===== config.mk =====
export PLATFORM = sky130hd
export DESIGN_NAME = timp_load_scheduler
export DESIGN_NICKNAME = d
export VERILOG_FILES = /design/src/rtl/timp_load_scheduler.sv
export SDC_FILE = /design/constraint.sdc
export NUM_CORES = 1
export LEC_CHECK = 0
export CORE_ASPECT_RATIO = 1.5
export CORE_MARGIN = 8
export CORE_UTILIZATION = 48
export CTS_BUF_LIST = sky130_fd_sc_hd__clkbuf_8
export CTS_CLUSTER_DIAMETER = 100
export DETAILED_ROUTE_END_ITERATION = 6
export GPL_ROUTABILITY_DRIVEN = 0
export PLACE_DENSITY_LB_ADDON = 0.2
export RECOVER_POWER = 100
export SETUP_SLACK_MARGIN = 0.02
export SLEW_MARGIN = 20
export SYNTH_ARGS = -nofsm -noshare
export SYNTH_HDL_FRONTEND = slang
export SYNTH_SLANG_ARGS = --single-unit

===== constraint.sdc =====
create_clock -name clock -period 2.7 [get_ports clock]
set_input_delay 0.54 -clock clock [delete_from_list [all_inputs] [get_ports clock]]
set_output_delay 0.54 -clock clock [all_outputs]
set_load 0.05 [all_outputs]

===== src/rtl/timp_load_scheduler.sv =====
// Arbitrates two requesters (A: manual set, B: sync) onto the time counter's two
// load ports, range-checks the time, pulses the load and verifies it by readback.
//
// Ports:
//   clock, reset                  rising-edge clock, synchronous active-high reset
//   req_a, ore_a, minute_a        requester A: level request + requested hh:mm
//   req_b, ore_b, minute_b        requester B: level request + requested hh:mm
//   ack_a, ack_b                  one-cycle pulse: load done and verified
//   err_a, err_b                  one-cycle pulse: rejected value or verify failure
//   busy                          high whenever the FSM is not idle
//   timp_ore1, timp_minute1       held hh:mm for counter port 1 (A)
//   load_1                        counter port 1 load strobe
//   timp_ore2, timp_minute2       held hh:mm for counter port 2 (B)
//   load_2                        counter port 2 load strobe
//   ore, minute                   counter readback
module timp_load_scheduler #(
    parameter int LOAD_LAT  = 2,
    parameter int MAX_RETRY = 2
) (
    input  logic       clock,
    input  logic       reset,
    input  logic       req_a,
    input  logic [4:0] ore_a,
    input  logic [5:0] minute_a,
    input  logic       req_b,
    input  logic [4:0] ore_b,
    input  logic [5:0] minute_b,
    output logic       ack_a,
    output logic       ack_b,
    output logic       err_a,
    output logic       err_b,
    output logic       busy,
    output logic [4:0] timp_ore1,
    output logic [5:0] timp_minute1,
    output logic       load_1,
    output logic [4:0] timp_ore2,
    output logic [5:0] timp_minute2,
    output logic       load_2,
    input  logic [4:0] ore,
    input  logic [5:0] minute
);

    localparam int WW = $clog2(LOAD_LAT + 1);
    localparam int RW = $clog2(MAX_RETRY + 2);
    localparam logic [WW-1:0] WAIT_LAST = WW'(LOAD_LAT > 1 ? LOAD_LAT - 2 : 0);
    localparam logic [RW-1:0] RETRY_MAX = RW'(MAX_RETRY);

    typedef enum logic [2:0] {
        S_IDLE,
        S_LOAD,
        S_WAIT,
        S_CHECK,
        S_DONE,
        S_FAIL
    } state_t;

    state_t        state;
    state_t        state_nx;
    logic          sel_b;
    logic          last_b;
    logic [4:0]    hold_ore;
    logic [5:0]    hold_min;
    logic [RW-1:0] retry;
    logic [WW-1:0] wait_cnt;

    logic       any_req;
    logic       pick_b;
    logic [4:0] pick_ore;
    logic [5:0] pick_min;
    logic       pick_ok;
    logic [4:0] ore_inc;
    logic       match;

    assign any_req  = req_a | req_b;
    // On a conflict the side that was not served last wins.
    assign pick_b   = req_b & (~req_a | ~last_b);
    assign pick_ore = pick_b ? ore_b : ore_a;
    assign pick_min = pick_b ? minute_b : minute_a;
    assign pick_ok  = (pick_ore <= 5'd23) && (pick_min <= 6'd59);

    // The counter may already have ticked once since the load landed,
    // including the carry from :59 into the next hour.
    assign ore_inc = (hold_ore == 5'd23) ? 5'd0 : hold_ore + 5'd1;
    assign match   = ((ore == hold_ore) &&
                      ((minute == hold_min) ||
                       ((hold_min != 6'd59) && (minute == hold_min + 6'd1)))) ||
                     ((hold_min == 6'd59) && (minute == 6'd0) && (ore == ore_inc));

    always_ff @(posedge clock) begin
        if (reset) begin
            state        <= S_IDLE;
            sel_b        <= 1'b0;
            last_b       <= 1'b1;
            hold_ore     <= '0;
            hold_min     <= '0;
            retry        <= '0;
            wait_cnt     <= '0;
            timp_ore1    <= '0;
            timp_minute1 <= '0;
            timp_ore2    <= '0;
            timp_minute2 <= '0;
        end else begin
            state <= state_nx;
            if (state == S_WAIT) begin
                wait_cnt <= wait_cnt + WW'(1);
            end else begin
                wait_cnt <= '0;
            end
            if (state == S_IDLE && any_req) begin
                sel_b    <= pick_b;
                hold_ore <= pick_ore;
                hold_min <= pick_min;
                if (pick_b) begin
                    timp_ore2    <= pick_ore;
                    timp_minute2 <= pick_min;
                end else begin
                    timp_ore1    <= pick_ore;
                    timp_minute1 <= pick_min;
                end
            end
            if (state == S_CHECK && state_nx == S_LOAD) begin
                retry <= retry + RW'(1);
            end
            if (state == S_DONE || state == S_FAIL) begin
                retry  <= '0;
                last_b <= sel_b;
            end
        end
    end

    always_comb begin
        state_nx = state;
        busy     = (state != S_IDLE);
        load_1   = 1'b0;
        load_2   = 1'b0;
        ack_a    = 1'b0;
        ack_b    = 1'b0;
        err_a    = 1'b0;
        err_b    = 1'b0;
        case (state)
            S_IDLE: begin
                if (any_req) begin
                    state_nx = pick_ok ? S_LOAD : S_FAIL;
                end
            end
            S_LOAD: begin
                load_1   = ~sel_b;
                load_2   = sel_b;
                state_nx = (LOAD_LAT > 1) ? S_WAIT : S_CHECK;
            end
            S_WAIT: begin
                if (wait_cnt == WAIT_LAST) begin
                    state_nx = S_CHECK;
                end
            end
            S_CHECK: begin
                if (match) begin
                    state_nx = S_DONE;
                end else if (retry < RETRY_MAX) begin
                    state_nx = S_LOAD;
                end else begin
                    state_nx = S_FAIL;
                end
            end
            S_DONE: begin
                ack_a    = ~sel_b;
                ack_b    = sel_b;
                state_nx = S_IDLE;
            end
            S_FAIL: begin
                err_a    = ~sel_b;
                err_b    = sel_b;
                state_nx = S_IDLE;
            end
            default: state_nx = S_IDLE;
        endcase
    end

endmodule


## Yosys cells after proc, flatten, opt, wreduce, memory -nomap -nowiden

Cells that the tools add are included.

| storage, ports and cells | value |
|---|---|
| register bits | 42 |
| latch bits | 0 |
| RAM bits | 0 |
| ROM bits | 0 |
| memories | 0 |

| operators by class | value |
|---|---|
| add/subtract/negate cells | 4 |
| multipliers | 0 |
| divide/modulo/power cells | 0 |
| $lt $le $gt $ge | 3 |
| equal/unequal tests | 13 |
| shift-type cells | 0 |
| mux-type cells | 15 |
| bitwise logic cells | 8 |
| reductions and logical operators | 18 |

Operator list:

| cell | count |
|---|---|
| $mux W3 | 5 |
| $eq A6 B6 Y1 | 2 |
| $pmux W3 S4 | 1 |
| $eq A5 B5 Y1 | 2 |
| $mux W5 | 2 |
| $logic_and A1 B1 Y1 | 7 |
| $add A6 B1 Y6 const B | 1 |
| $eq A3 B1 Y1 const B | 2 |
| $eq A3 B2 Y1 const B | 2 |
| $eq A3 B3 Y1 const B | 2 |
| $eq A6 B6 Y1 const B | 1 |
| $le A6 B6 Y1 const B | 1 |
| $logic_not A6 Y1 | 1 |
| $mux W1 | 6 |
| $mux W6 | 1 |
| $ne A6 B6 Y1 const B | 1 |
| $add A5 B1 Y5 const B | 1 |
| $eq A5 B5 Y1 const B | 1 |
| $le A5 B5 Y1 const B | 1 |
| $not A1 Y1 | 5 |
| $add A2 B1 Y2 const B | 2 |
| $reduce_and A2 Y1 | 2 |
| $reduce_or A2 Y1 | 2 |
| $logic_not A3 Y1 | 1 |
| 6 further kinds | 9 |

## Logic depth before layout (Yosys ltp)

| logic depth | value |
|---|---|
| depth in word-level cells | 11 |
| depth in mapped cells | 7 |
| mapped depth without buffers | 7 |

## Least setup slack after synthesis

OpenSTA, ideal clock, no wires.

| timing | value |
|---|---|
| path kind | reg-to-output |
| start point | reg state[0] |
| end point | out load_1 |
| arrival time | 2.084 ns |
| path slack | 0.076 ns |
| stages on the path, launching flop included | 3 |
| buffers on the path | 1 |
| cell sequence | dfxtp_1 > buf_2 > nor4b_1 |

| on the way | value |
|---|---|
| longest elaborated chain between the ends | 2 |

RTL lines:

| element | line | RTL |
|---|---|---|
| from (decl) | 57 | `state_t state;` |
| from (signal assigned) | 103 | `state <= state_nx;` |
| $eq A3 B1 Y1 | 140 | `case (state)` |
| $mux W1 | 140 |  |
| to (decl) | 35 | `output logic load_1,` |

No other way between the ends.

## Worst setup path in the final report

Ends and elaborated chain as after synthesis.

==> flow_summary_export.csv <==
group,metric,value,unit
logic_synthesis,yosysSeqAreaShare,39.9,%
routing,drt_iter0_drc,120,
routing,drc,0,
logic_synthesis,yosysTopAreaCell,"dfxtp_1",
critical_path,worstPathCellList,"nor4b_1 -> dlygate4sd3_1",
logic_synthesis,async_flop_share,0,%
timing,clock_skew,1.98,ps
cts,cts_resized,0,
critical_path,startpoint_type,"flop",
cells_and_area,final_common_cell,"nand2_1",
cells_and_area,finalNetCount,371,
critical_path,cp-end-kind,"primary output",
logic_synthesis,yosysTopAreaCellShare,39.9,%
outcome,outcome,"finished, final reports clean",
logic_synthesis,ys.flop_type,"dfxtp_1",
timing,grt_setup_unrepaired,"false",
critical_path,crit_arrival,1990,ps
critical_path,crit_type,"reg -> out",
placement,dp_slack,13.5,ps
timing,period_needed,2530,ps
routing,via_count,2095,
cells_and_area,final_cell_mix,"nand2_1 (56), dfxtp_1 (42), clkdlybuf4s50_1 (35)",
cts,post_cts_buffers,0,
pwr,finalPower,2.21,mW
critical_path,startpoint,"state[0]$_SDFF_PP0_",
cts,clock_path_buffers,2,
global_route,grt_max_degree,22,
min_path,hp-class,"reg -> reg",
floorplanning,core_area,0.00425,sq mm
floorplanning,fp.dieH,97.2,um
routing,finalWirelength,5590,um
cells_and_area,n_antenna_cell,0,
global_route,grt_pass1_wl,9360,um
placement,portBuffers,65,
timing,hold_viol,0,
cts,h-tree-depth,2,
routing,antenna_left,0,
floorplanning,die-area,0.00681,sq mm
routing,routedWlPerCell,14.8,um
critical_path,cpPeakStageDelay,920,ps
timing,worst_slack,172,ps
timing,tightest_slew,620,ps
global_route,antenna_found_initial,0,
cts,clk_pin_slew,80,ps
logic_synthesis,yosysUniqueCellTypes,47,
cts,cts_inserted_buffers,5,
logic_synthesis,yosysWarnings,0,
placement,place_hpwl,4460,um
logic_synthesis,syn_area,0.00211,sq mm
cts,cts_hold_buffers,0,
global_route,grt_pass1_vias,2094,
global_route,grt_overflow,0,
routing,routed_via_density,5.54,
cts,root_buffer,"clkbuf_8",
timing,drv_slew,0,
floorplanning,die_w,70.1,um
floorplanning,row_count,29,
pwr,peakVddDrop,536,uV
logic_synthesis,synth_edf_count,0,
timing,max_freq,396,MHz
timing,final-setup-viol-count,0,
cts,insertion_delay,290,ps
critical_path,path_max_fanout,10,
cells_and_area,area_delta_synth_final,36.2,%
min_path,hold_start,"timp_minute2[5]$_SDFFE_PP0P_",
logic_synthesis,synth_fp_nets,301,
floorplanning,boundaryPins,66,
timing,setup_tns,0,ps
cells_and_area,drive_gt1_share,4.82,%
logic_synthesis,ys_ff_latch,42,
critical_path,reg2reg_from,"hold_ore[0]$_SDFFE_PP0P_",
global_route,grt_usage,16.4,%
cells_and_area,utilization,67.6,%
floorplanning,start_util,49.7,%
critical_path,cp_slowest_cell,"dlygate4sd3_1",
logic_synthesis,synth_area_leaders,"dfxtp_1 (40%), nand2_1 (10%), a21oi_1 (6.6%)",
cts,cts_sinks,42,
cts,cts_tree,"built",
routing,drt_pass1_iterations,4,
logic_synthesis,syn-instance-count,261,
timing,relSlewSlack,58.7,%
timing,finalCritPeriodShare,93.6,%
logic_synthesis,syn_avg_cell_area,8.08,sq um
pwr,leakage,1.13,nW
pwr,cellPowerDensity,771,mW/mm^2
critical_path,cp.required,2160,ps
run,drv_cap,0,
-- critical path: cells and delay by family, from the launching register on --
| family | cells | cell delay (ps) |
|---|---|---|
| and+or+nand+nor | 1 | 270 |
| buffers and inverters | 1 | 920 |
| DFF | 1 | 510 |
-- per-stage QoR --
stage	std cells	instance area, sq um	hold WS (ps)
final	378	2870	452
after global routing	378	2870	474
after CTS	378	2920	456
after detailed placement	370	2830	447
after global placement	370	2830	441
after floorplan	261	2110	458
-- synthesized netlist by cell type (2+ instances only) --
master     n
dfxtp_1   42
buf_2      3
clkbuf_1   8
a211oi_1   5
inv_1      3
nand4_1    2
nand3_1    8
o21a_1     2
nor2b_1    6
ha_1       3
nand2b_1   4
mux2i_1    6
or4_4      2
nor3_1    10
o22ai_1    4
nand2_1   56
and3_1     4
a22oi_1    2
xnor2_1   10
a31oi_1    2
xor2_1     8
a21oi_1   28
nor4_1     2
nand3b_1   2
nor2_1    17
-- registers in the layout (all words and copies together), names as in the netlist --
| name | flops |
|---|---|
| hold_min | 6 |
| timp_minute1 | 6 |
| timp_minute2 | 6 |
| hold_ore | 5 |
| timp_ore1 | 5 |
| timp_ore2 | 5 |
| state | 3 |
| retry | 2 |
| wait_cnt | 2 |
| last_b | 1 |
| sel_b | 1 |
-- final timing paths --
| check | slack [ps] | depth (start not counted) | to |
|---|---|---|---|
| min | 450 | 2 | timp_minute2[5]$_SDFFE_PP0P_ |
| min reg2reg | 450 | 2 | timp_minute2[5]$_SDFFE_PP0P_ |
| max reg2reg | 570 | 8 | retry[1]$_SDFFE_PP0P_ |
| max | 170 | 2 | load_1 |
-- power by group --
group	internal, mW	switching (mW)	total (mW)
clock	0.203	0.209	0.411
combinational	0.364	0.580	0.943
sequential	0.732	0.128	0.860
total	1.30	0.916	2.21
-- layout make-up --
type,count,area [sq um]
flip-flops and latches,42,841
clock buffers,6,82.6
repair buffers,75,681
inverters,3,11.3
fillers,359,1370
multi-input cells,204,1190
well taps,46,57.6
clock inverters,2,8.76
-- cells by family after synthesis --
family                   share of synthesized area, %
flip-flops                                       39.9
multiplexers                                     2.85
AO/OA/AOI/OAI                                    18.2
adder cells (fa/ha/maj)                          1.78
XOR/XNOR                                         7.48
AND/OR/NAND/NOR                                  26.9
buffers and inverters                            2.85
-- metal layers --
layer	track usage [%]	vias up	share of wire, %
li1	-	1064	-
met1	17.7	970	40
met2	27.2	54	50
met3	7.77	7	8.8
met4	5.59	0	1.4
met5	0	-	0
Note: power is estimated with default switching activity, not from simulation.
